File: config.mk
export PLATFORM = sky130hd
export DESIGN_NAME = paralelo_serial_phy_tx
export DESIGN_NICKNAME = d
export VERILOG_FILES = /design/src/rtl/paralelo_serial_phy_tx_pkg.sv /design/src/rtl/shift_piso8.sv /design/src/rtl/paralelo_serial_phy_tx.sv
export SDC_FILE = /design/constraint.sdc
export NUM_CORES = 1
export LEC_CHECK = 0
export CORE_UTILIZATION = 45
export CTS_BUF_LIST = sky130_fd_sc_hd__clkbuf_16
export CTS_CLUSTER_SIZE = 24
export DETAILED_ROUTE_END_ITERATION = 16
export PLACE_DENSITY_LB_ADDON = 0.12
export SLEW_MARGIN = 20
export SYNTH_ARGS = -nofsm -noshare
export SYNTH_HDL_FRONTEND = slang
export SYNTH_HIERARCHICAL = 1
export SYNTH_SLANG_ARGS = --single-unit
File: constraint.sdc
create_clock -name clk_32f -period 1.6 [get_ports clk_32f]
set_input_delay 0.32 -clock clk_32f [delete_from_list [all_inputs] [get_ports clk_32f]]
set_output_delay 0.32 -clock clk_32f [all_outputs]
set_load 0.01 [all_outputs]
File: src/rtl/paralelo_serial_phy_tx_pkg.sv
// Shared PHY constants for the serializer (same values the lane receiver uses)
// and the byte-selection rule applied at every byte boundary.
package paralelo_serial_phy_tx_pkg;

  localparam logic [7:0] PHY_COMMA      = 8'hBC;
  localparam int         PHY_SYNC_BYTES = 4;
  localparam int         PHY_BYTE_BITS  = 8;

  // Payload wins only once aligned and a byte is waiting; otherwise the line idles.
  function automatic logic [7:0] next_line_byte(input logic       run,
                                                input logic       full,
                                                input logic [7:0] held,
                                                input logic [7:0] idle);
    return (run && full) ? held : idle;
  endfunction

endpackage

File: src/rtl/shift_piso8.sv
// 8-bit parallel-in/serial-out register; q is the MSB, zeros shift in from the LSB.
module shift_piso8
  import paralelo_serial_phy_tx_pkg::*;
#(
  parameter logic [7:0] RST_VAL = PHY_COMMA
) (
  input  logic       clk,
  input  logic       rst_n,
  input  logic       load,
  input  logic [7:0] d,
  output logic       q
);

  logic [7:0] r_shift_reg;

  always_ff @(posedge clk or negedge rst_n) begin
    if (!rst_n) begin
      r_shift_reg <= RST_VAL;
    end else if (load) begin
      r_shift_reg <= d;
    end else begin
      r_shift_reg <= {r_shift_reg[6:0], 1'b0};
    end
  end

  assign q = r_shift_reg[7];

endmodule

File: src/rtl/paralelo_serial_phy_tx.sv
// Transmit PHY serializer: comma burst after reset, then payload bytes MSB-first
// with commas filling every gap so the serial line never stalls.
module paralelo_serial_phy_tx
  import paralelo_serial_phy_tx_pkg::*;
#(
  parameter logic [7:0] IDLE_BYTE  = PHY_COMMA,
  parameter int         SYNC_BYTES = PHY_SYNC_BYTES
) (
  input  logic       clk_32f,
  input  logic       reset_L,
  input  logic [7:0] data_in,
  input  logic       valid_in,
  output logic       ready_out,
  output logic       data_out,
  output logic       sending_data,
  output logic       synced
);

  localparam int         SYNC_W   = $clog2(SYNC_BYTES + 1);
  localparam logic [2:0] LAST_BIT = 3'(PHY_BYTE_BITS - 1);

  logic [2:0]        r_bit_cnt;
  logic [7:0]        r_hold;
  logic              r_hold_full;
  logic [SYNC_W-1:0] r_sync_cnt;
  logic              r_synced;
  logic              r_sending;

  logic       w_boundary;
  logic       w_accept;
  logic [7:0] w_next_byte;

  assign w_boundary  = (r_bit_cnt == LAST_BIT);
  // A full hold frees itself on the boundary edge, so a new byte may enter then.
  assign ready_out   = r_synced & (~r_hold_full | w_boundary);
  assign w_accept    = valid_in & ready_out;
  assign w_next_byte = next_line_byte(r_synced, r_hold_full, r_hold, IDLE_BYTE);

  always_ff @(posedge clk_32f or negedge reset_L) begin
    if (!reset_L) begin
      r_bit_cnt   <= '0;
      r_hold_full <= 1'b0;
      r_sync_cnt  <= '0;
      r_synced    <= 1'b0;
      r_sending   <= 1'b0;
    end else begin
      r_bit_cnt <= w_boundary ? 3'd0 : r_bit_cnt + 3'd1;
      if (w_boundary) begin
        if (!r_synced) begin
          r_sync_cnt <= r_sync_cnt + SYNC_W'(1);
          if (r_sync_cnt == SYNC_W'(SYNC_BYTES - 1)) begin
            r_synced <= 1'b1;
          end
        end else begin
          r_sending <= r_hold_full;
        end
      end
      if (w_accept) begin
        r_hold_full <= 1'b1;
      end else if (w_boundary && r_synced) begin
        r_hold_full <= 1'b0;
      end
    end
  end

  // Hold data carries no reset; r_hold_full alone says whether it is meaningful.
  always_ff @(posedge clk_32f) begin
    if (w_accept) begin
      r_hold <= data_in;
    end
  end

  shift_piso8 #(
    .RST_VAL (IDLE_BYTE)
  ) u_shift (
    .clk   (clk_32f),
    .rst_n (reset_L),
    .load  (w_boundary),
    .d     (w_next_byte),
    .q     (data_out)
  );

  assign sending_data = r_sending;
  assign synced       = r_synced;

endmodule

==> results of run 1 <==
power breakdown:
group          total, mW  leakage, nW  internal (mW)  switching, mW
clock network      0.543       0.0371          0.338          0.205
registers          0.676        0.266          0.673        0.00261
logic             0.0605        0.274         0.0372         0.0233
repair_timing:
item / CTS / global route
hold buffers: 0 / 0
pin swaps: 0 / 2
setup endpoints to repair: 3 / 1
gates resized for setup: 7 / 3
worst min path at each step:
stage	endpoint	slack [ns]	startpoint	depth (start not counted)
6_report	u_shift/r_shift_reg[0]$_DFF_PN0_	0.39	reset_L	2
5_1_grt	u_shift/r_shift_reg[0]$_DFF_PN0_	0.41	reset_L	2
4_1_cts	u_shift/r_shift_reg[0]$_DFF_PN0_	0.40	reset_L	2
3_5_place_dp	r_bit_cnt[0]$_DFF_PN0_	0.42	r_bit_cnt[0]$_DFF_PN0_	1
3_3_place_gp	r_bit_cnt[0]$_DFF_PN0_	0.41	r_bit_cnt[0]$_DFF_PN0_	1
2_1_floorplan	r_bit_cnt[0]$_DFF_PN0_	0.02	reset_L	0
cells by family (layout without fill, tap and decap cells):
group	after synthesis	in the layout
multiplexers	10	10
flip-flops	25	25
XOR/XNOR	1	1
adder cells (fa/ha/maj)	4	4
AO/OA/AOI/OAI	4	4
AND/OR/NAND/NOR	14	14
buffers and inverters	4	26
stage by stage:
stage	hold WS, ns	instances	utilization [%]
floorplan	0.0244	62	-
global placement	0.412	107	60.0
detailed placement	0.423	107	60.0
CTS	0.396	111	63.8
global route	0.409	111	64.5
finish	0.389	111	64.5
per-layer routing:
metal  part of all wire, %  vias to the layer above  global-route usage, %
met1                    49                      258                   18.1
li1                      -                      257                      -
met2                    46                        9                   23.9
met5                     0                        -                      0
met4                   1.6                        0                   7.14
met3                   2.7                        2                   3.70
layout make-up:
| cell class | count | area, sq um | share of cell area, % |
|---|---|---|---|
| clock buffer | 3 | 75.1 | 5.70 |
| clock inverter | 1 | 7.51 | 0.570 |
| inverter | 2 | 7.51 | 0.570 |
| multi-input combinational | 33 | 343 | 26.0 |
| sequential | 25 | 672 | 51.0 |
| tap | 27 | 33.8 | 2.57 |
| timing repair buffer | 20 | 178 | 13.5 |
placed cells by master, fill, tap and decap left out, drive strengths merged:
master,instances
and3,3
and2,1
a22o,1
mux2i,1
mux2,9
or2,5
inv,2
nor2,1
nand2b,1
a21boi,1
dfrtp,12
xnor2,1
clkdlybuf4s50,11
clkinvlp,1
nand2,3
ha,4
buf,7
clkbuf,3
dfstp,5
dlygate4sd2,2
edfxtp,8
a21o,1
a21oi,1
worst register-to-register path: cells and delay by family (launching register included):
family,cells,cell delay (ns)
buffers and inverters,1,0.20
DFF,1,0.38
and+or+nand+nor,1,0.09
muxes,1,0.32
adders and majority gates,2,0.35
==> impl_metrics.csv, run 1 <==
group,metric,value,unit
setup_path,crit_buf_inv,2,
sta,tns,0,ns
synth,synth_compound_area_share,3.05,%
clock_tree,numClockSinks,25,
route,vias_per_cell,4.74,
route,drt-pass1-iter-count,2,
sta,fin_crit_sh,96.5,%
placement,dp_worst_setup_slack,-0.130,ns
placement,port_buffers,14,
final_layout,antenna_cells,0,
clock_tree,cts_made_buffers,3,
floorplan,die_w,49.8,um
sta,maxSlewViolCount,0,
grt,grt_max_degree,18,
route,drc_errors,0,
synth,synth_fa_ha_area_share,4.88,%
final_layout,drive_gt1_share,48.8,%
setup_path,required,1.28,ns
setup_path,critPathTopFamily,"flip-flops",
power,power,1.28,mW
synth,yosys_most_used_dff,"dfrtp_1",
grt,grt-ovfl-total,0,
sta,hold_viol,0,
power,leakage,0.577,nW
clock_tree,tritoncts,"yes",
setup_path,critPathCaptureType,"output port",
final_layout,area_growth,28.3,%
synth,synth-simple-area-share,9.02,%
grt,grt_pass1_vias,568,
final_layout,finalInstanceArea,0.00132,sq mm
sta,worst_pin_slew,0.220,ns
synth,synth_mux_area_share,13.8,%
floorplan,rows,16,
sta,setup_viol,0,
power,power_density,972,mW/mm^2
floorplan,die-area,0.00248,sq mm
synth,synthXorXnorAreaFrac,0.854,%
clock_tree,clk_pin_slew_worst_paths,0.06,ns
synth,ys.warnings.count,6,
synth,netlist_top_cells_count,"dfrtp_1 (12), edfxtp_1 (8), mux2_4 (8), dfstp_2 (5), or2_2 (5)",
setup_path,path_class,"reg2out",
clock_tree,cts_buffer_depth,2,
placement,dp_hpwl,999,um
grt,grt_pass1_wl,2.61,mm
synth,synth_seq_cells,25,
sta,setup_slack,0.0554,ns
synth,async_reset_ff_share,68.0,%
route,vias,526,
setup_path,worstSetupEndpoint,"ready_out",
synth,synth_top_family_by_area,"multiplexers",
synth,syn_inst,62,
power,irDropWorstVdd,0.000746,V
sta,max-slew-margin-rel,85.3,%
floorplan,ios,15,
setup_path,r2r-start,"r_bit_cnt[0]$_DFF_PN0_",
sta,fin_skew,0.00558,ns
route,wl,1.47,mm
synth,seq_area_frac_synth,65.5,%
final_layout,nets,100,
setup_path,critical_path.startpoint,"r_bit_cnt[0]$_DFF_PN0_",
synth,synth.area.top_cells,"dfrtp_1 (29%), edfxtp_1 (23%), dfstp_2 (13%), mux2_4 (12%), ha_1 (4.9%)",
run_status,status,"complete, no violations",
setup_path,cp.depth,5,
placement,place_area,0.00123,sq mm
grt,grt_use_total,14.7,%
setup_path,path_max_fanout,2,
sta,max_freq,0.647,GHz
sta,fin_crit,1.54,ns
setup_path,cp_cell_sequence,"ha_2, ha_4, inv_1, a21boi_1, buf_2",
floorplan,core,0.00204,sq mm
worst_hold_path,hold_class,"in2async",
setup_path,max_stage_delay,0.38,ns
synth,syn_area_per_cell,16.5,sq um
route,drt_iter0_drc,9,
synth,synth_edf_count,8,
synth,ys_types,21,
clock_tree,cts_setup_buffers,0,
route,wl_per_cell,13.2,um
synth,synth_fp_nets,77,
job,maxCapViolations,0,
synth,yosysMostFrequentCell,"dfrtp_1",
synth,synth_top_area_share,29.3,%
clock_tree,h-tree-depth,1,
grt,antenna_found_initial,0,
floorplan,dieHeight,49.8,um
setup_path,r2r_cells,5,
clock_tree,clock_latency,0.25,ns
synth,syn-cell-area,0.00103,sq mm
final_layout,nFillCells,166,
setup_path,critPathLaunchType,"flip-flop",
clock_tree,cts_root_buf,"clkbuf_16",
setup_path,regToRegSetupSlack,0.15,ns
setup_path,slowest_stage,"dfrtp_1",
placement,place_congestion,0.672,
route,detail-route-antenna-nets,0,
setup_path,r2r-end,"sending_data$_DFFE_PN0P_",
setup_path,crit_arrival,1.22,ns
floorplan,start_util,50.2,%
synth,yosysTopAreaCell,"dfrtp_1",
Power figures use the tool's default switching activity.
==> inputs of run 2 (changes only) <==
==> constraint.sdc (replaced) <==
create_clock -name clk_32f -period 1.65 [get_ports clk_32f]
set_input_delay 0.33 -clock clk_32f [delete_from_list [all_inputs] [get_ports clk_32f]]
set_output_delay 0.33 -clock clk_32f [all_outputs]
set_load 0.01 [all_outputs]
==> run 2 against run 1 <==
  * Non-clock buffer count unchanged
  * Register-to-register slack improved by 0.04 ns
  * Core utilization decreased by 0.25 points
  * Critical path depth decreased by 4
  * Cell area decreased by 0.38%
  * Wire length decreased by 2.0%
  * Final cell count unchanged
  * Setup slack got worse by 0.017 ns
  * Critical endpoint is now data_out
==> impl_metrics.csv, run 2 (synthesized netlist as in run 1, its figures left out) <==
group,metric,value,unit
setup_path,critPathTopFamily,"buffers and inverters",
clock_tree,h-tree-depth,1,
placement,place_congestion,0.672,
floorplan,ios,15,
clock_tree,numClockSinks,25,
sta,worst_pin_slew,0.219,ns
floorplan,start_util,50.2,%
grt,grt_use_total,15.0,%
final_layout,mostFrequentLayoutCells,"clkdlybuf4s50_1 (12), dfrtp_1 (12), mux2_4 (8), edfxtp_1 (8), buf_4 (6)",
grt,grt-ovfl-total,0,
clock_tree,cts_setup_buffers,0,
worst_hold_path,hold_class,"in2async",
clock_tree,cts_root_buf,"clkbuf_16",
final_layout,area_growth,27.8,%
placement,place_area,0.00123,sq mm
grt,grt_util_met1,18.6,%
route,wl,1.44,mm
final_layout,drive_gt1_share,48.8,%
clock_tree,cts_made_buffers,3,
sta,setup_viol,0,
setup_path,cp_cell_sequence,"clkdlybuf4s50_1",
placement,dp_hpwl,1.00,mm
power,power,1.24,mW
route,vias,525,
placement,dp_worst_setup_slack,-0.0895,ns
setup_path,r2r_cells,5,
clock_tree,cts_buffer_depth,2,
sta,setup_slack,0.0382,ns
final_layout,antenna_cells,0,
clock_tree,tritoncts,"yes",
setup_path,path_max_fanout,1,
sta,tns,0,ns
sta,grt_setup_unrepaired,"false",
grt,grt_pass1_vias,564,
route,drc_errors,0,
sta,hold_viol,0,
grt,use_met2,23.6,%
final_layout,utilization,64.2,%
setup_path,crit_buf_inv,1,
route,drt_iter0_drc,8,
run_status,status,"complete, no violations",
sta,hold_ws,0.400,ns
sta,fin_skew,0.00550,ns
setup_path,critPathCaptureType,"output port",
power,irDropWorstVdd,0.000709,V
setup_path,cp.depth,1,
final_layout,finalInstanceArea,0.00131,sq mm
placement,port_buffers,14,
floorplan,die_w,49.8,um
sta,max-slew-margin-rel,85.4,%
grt,grt_pass1_wl,2.62,mm
power,leakage,0.577,nW
floorplan,die-area,0.00248,sq mm
setup_path,required,1.32,ns
setup_path,max_stage_delay,0.52,ns
grt,antenna_found_initial,0,
job,maxCapViolations,0,
floorplan,core,0.00204,sq mm
setup_path,crit_arrival,1.28,ns
power,power_density,947,mW/mm^2
final_layout,nets,100,
setup_path,path_class,"reg2out",
route,drt-pass1-iter-count,2,
grt,grt_max_degree,18,
sta,maxSlewViolCount,0,
setup_path,critPathLaunchType,"flip-flop",
route,vias_per_cell,4.73,
clock_tree,clock_latency,0.26,ns
route,wl_per_cell,13.0,um
sta,max_freq,0.620,GHz
grt,use_met3,4.63,%
grt,grt_busiest_layer,"met2",
sta,fin_crit,1.61,ns
placement,dp_cells,107,
route,detail-route-antenna-nets,0,
clock_tree,clk_pin_slew_worst_paths,0.06,ns
final_layout,finalNonFillerCells,111,
floorplan,dieHeight,49.8,um
setup_path,slowest_stage,"clkdlybuf4s50_1",
floorplan,rows,16,
sta,fin_crit_sh,97.7,%
==> run 2: timing repair <==
item                                    CTS  global route
endpoints found under the setup margin    1             2
hold buffers                              0             0
gates cloned                              0             0
pin swaps                                 0             1
resized for setup                         4             4
==> run 2: area by class of cell <==
class / count / area [sq um]
clock buffer: 3 / 75.1
clock inverter: 1 / 7.51
fill: 170 / 731
inverter: 2 / 7.51
multi-input combinational: 33 / 333
sequential: 25 / 672
tap: 27 / 33.8
timing repair buffer: 20 / 183
==> run 2: path summary, 6_finish.rpt <==
| check | slack [ns] | startpoint | endpoint |
|---|---|---|---|
| max | 0.04 | u_shift/r_shift_reg[7]$_DFF_PN1_ | data_out |
| min | 0.40 | reset_L | u_shift/r_shift_reg[1]$_DFF_PN0_ |
| max reg2reg | 0.19 | r_bit_cnt[0]$_DFF_PN0_ | sending_data$_DFFE_PN0P_ |
| min reg2reg | 0.43 | r_bit_cnt[0]$_DFF_PN0_ | r_bit_cnt[0]$_DFF_PN0_ |
| max in group asynchronous | 1.00 | reset_L | u_shift/r_shift_reg[7]$_DFF_PN1_ |
| min in group clk_32f | 0.43 | r_bit_cnt[0]$_DFF_PN0_ | r_bit_cnt[0]$_DFF_PN0_ |
==> run 2: metal layers <==
layer  part of all wire, %  vias to the layer above
li1                      -                      256
met1                    47                      256
met2                    48                       11
met3                   4.2                        2
met4                   1.3                        0
met5                     0                        -
==> run 2: where the power goes <==
part | total (mW) | switching, mW | internal (mW)
clock | 0.528 | 0.200 | 0.328
sequential | 0.655 | 0.00255 | 0.653
combinational | 0.0588 | 0.0227 | 0.0361
==> inputs of run 3 (changes only) <==
--- a/config.mk
+++ b/config.mk
@@ -7,10 +7,9 @@
 export LEC_CHECK = 0
 export CORE_UTILIZATION = 45
 export CTS_BUF_LIST = sky130_fd_sc_hd__clkbuf_16
-export CTS_CLUSTER_SIZE = 24
+export CTS_CLUSTER_SIZE = 8
 export DETAILED_ROUTE_END_ITERATION = 16
 export PLACE_DENSITY_LB_ADDON = 0.12
-export SLEW_MARGIN = 20
 export SYNTH_ARGS = -nofsm -noshare
 export SYNTH_HDL_FRONTEND = slang
 export SYNTH_HIERARCHICAL = 1
==> results of run 3 <==
The final DEF is identical to that of run 2; final timing and power are the same.
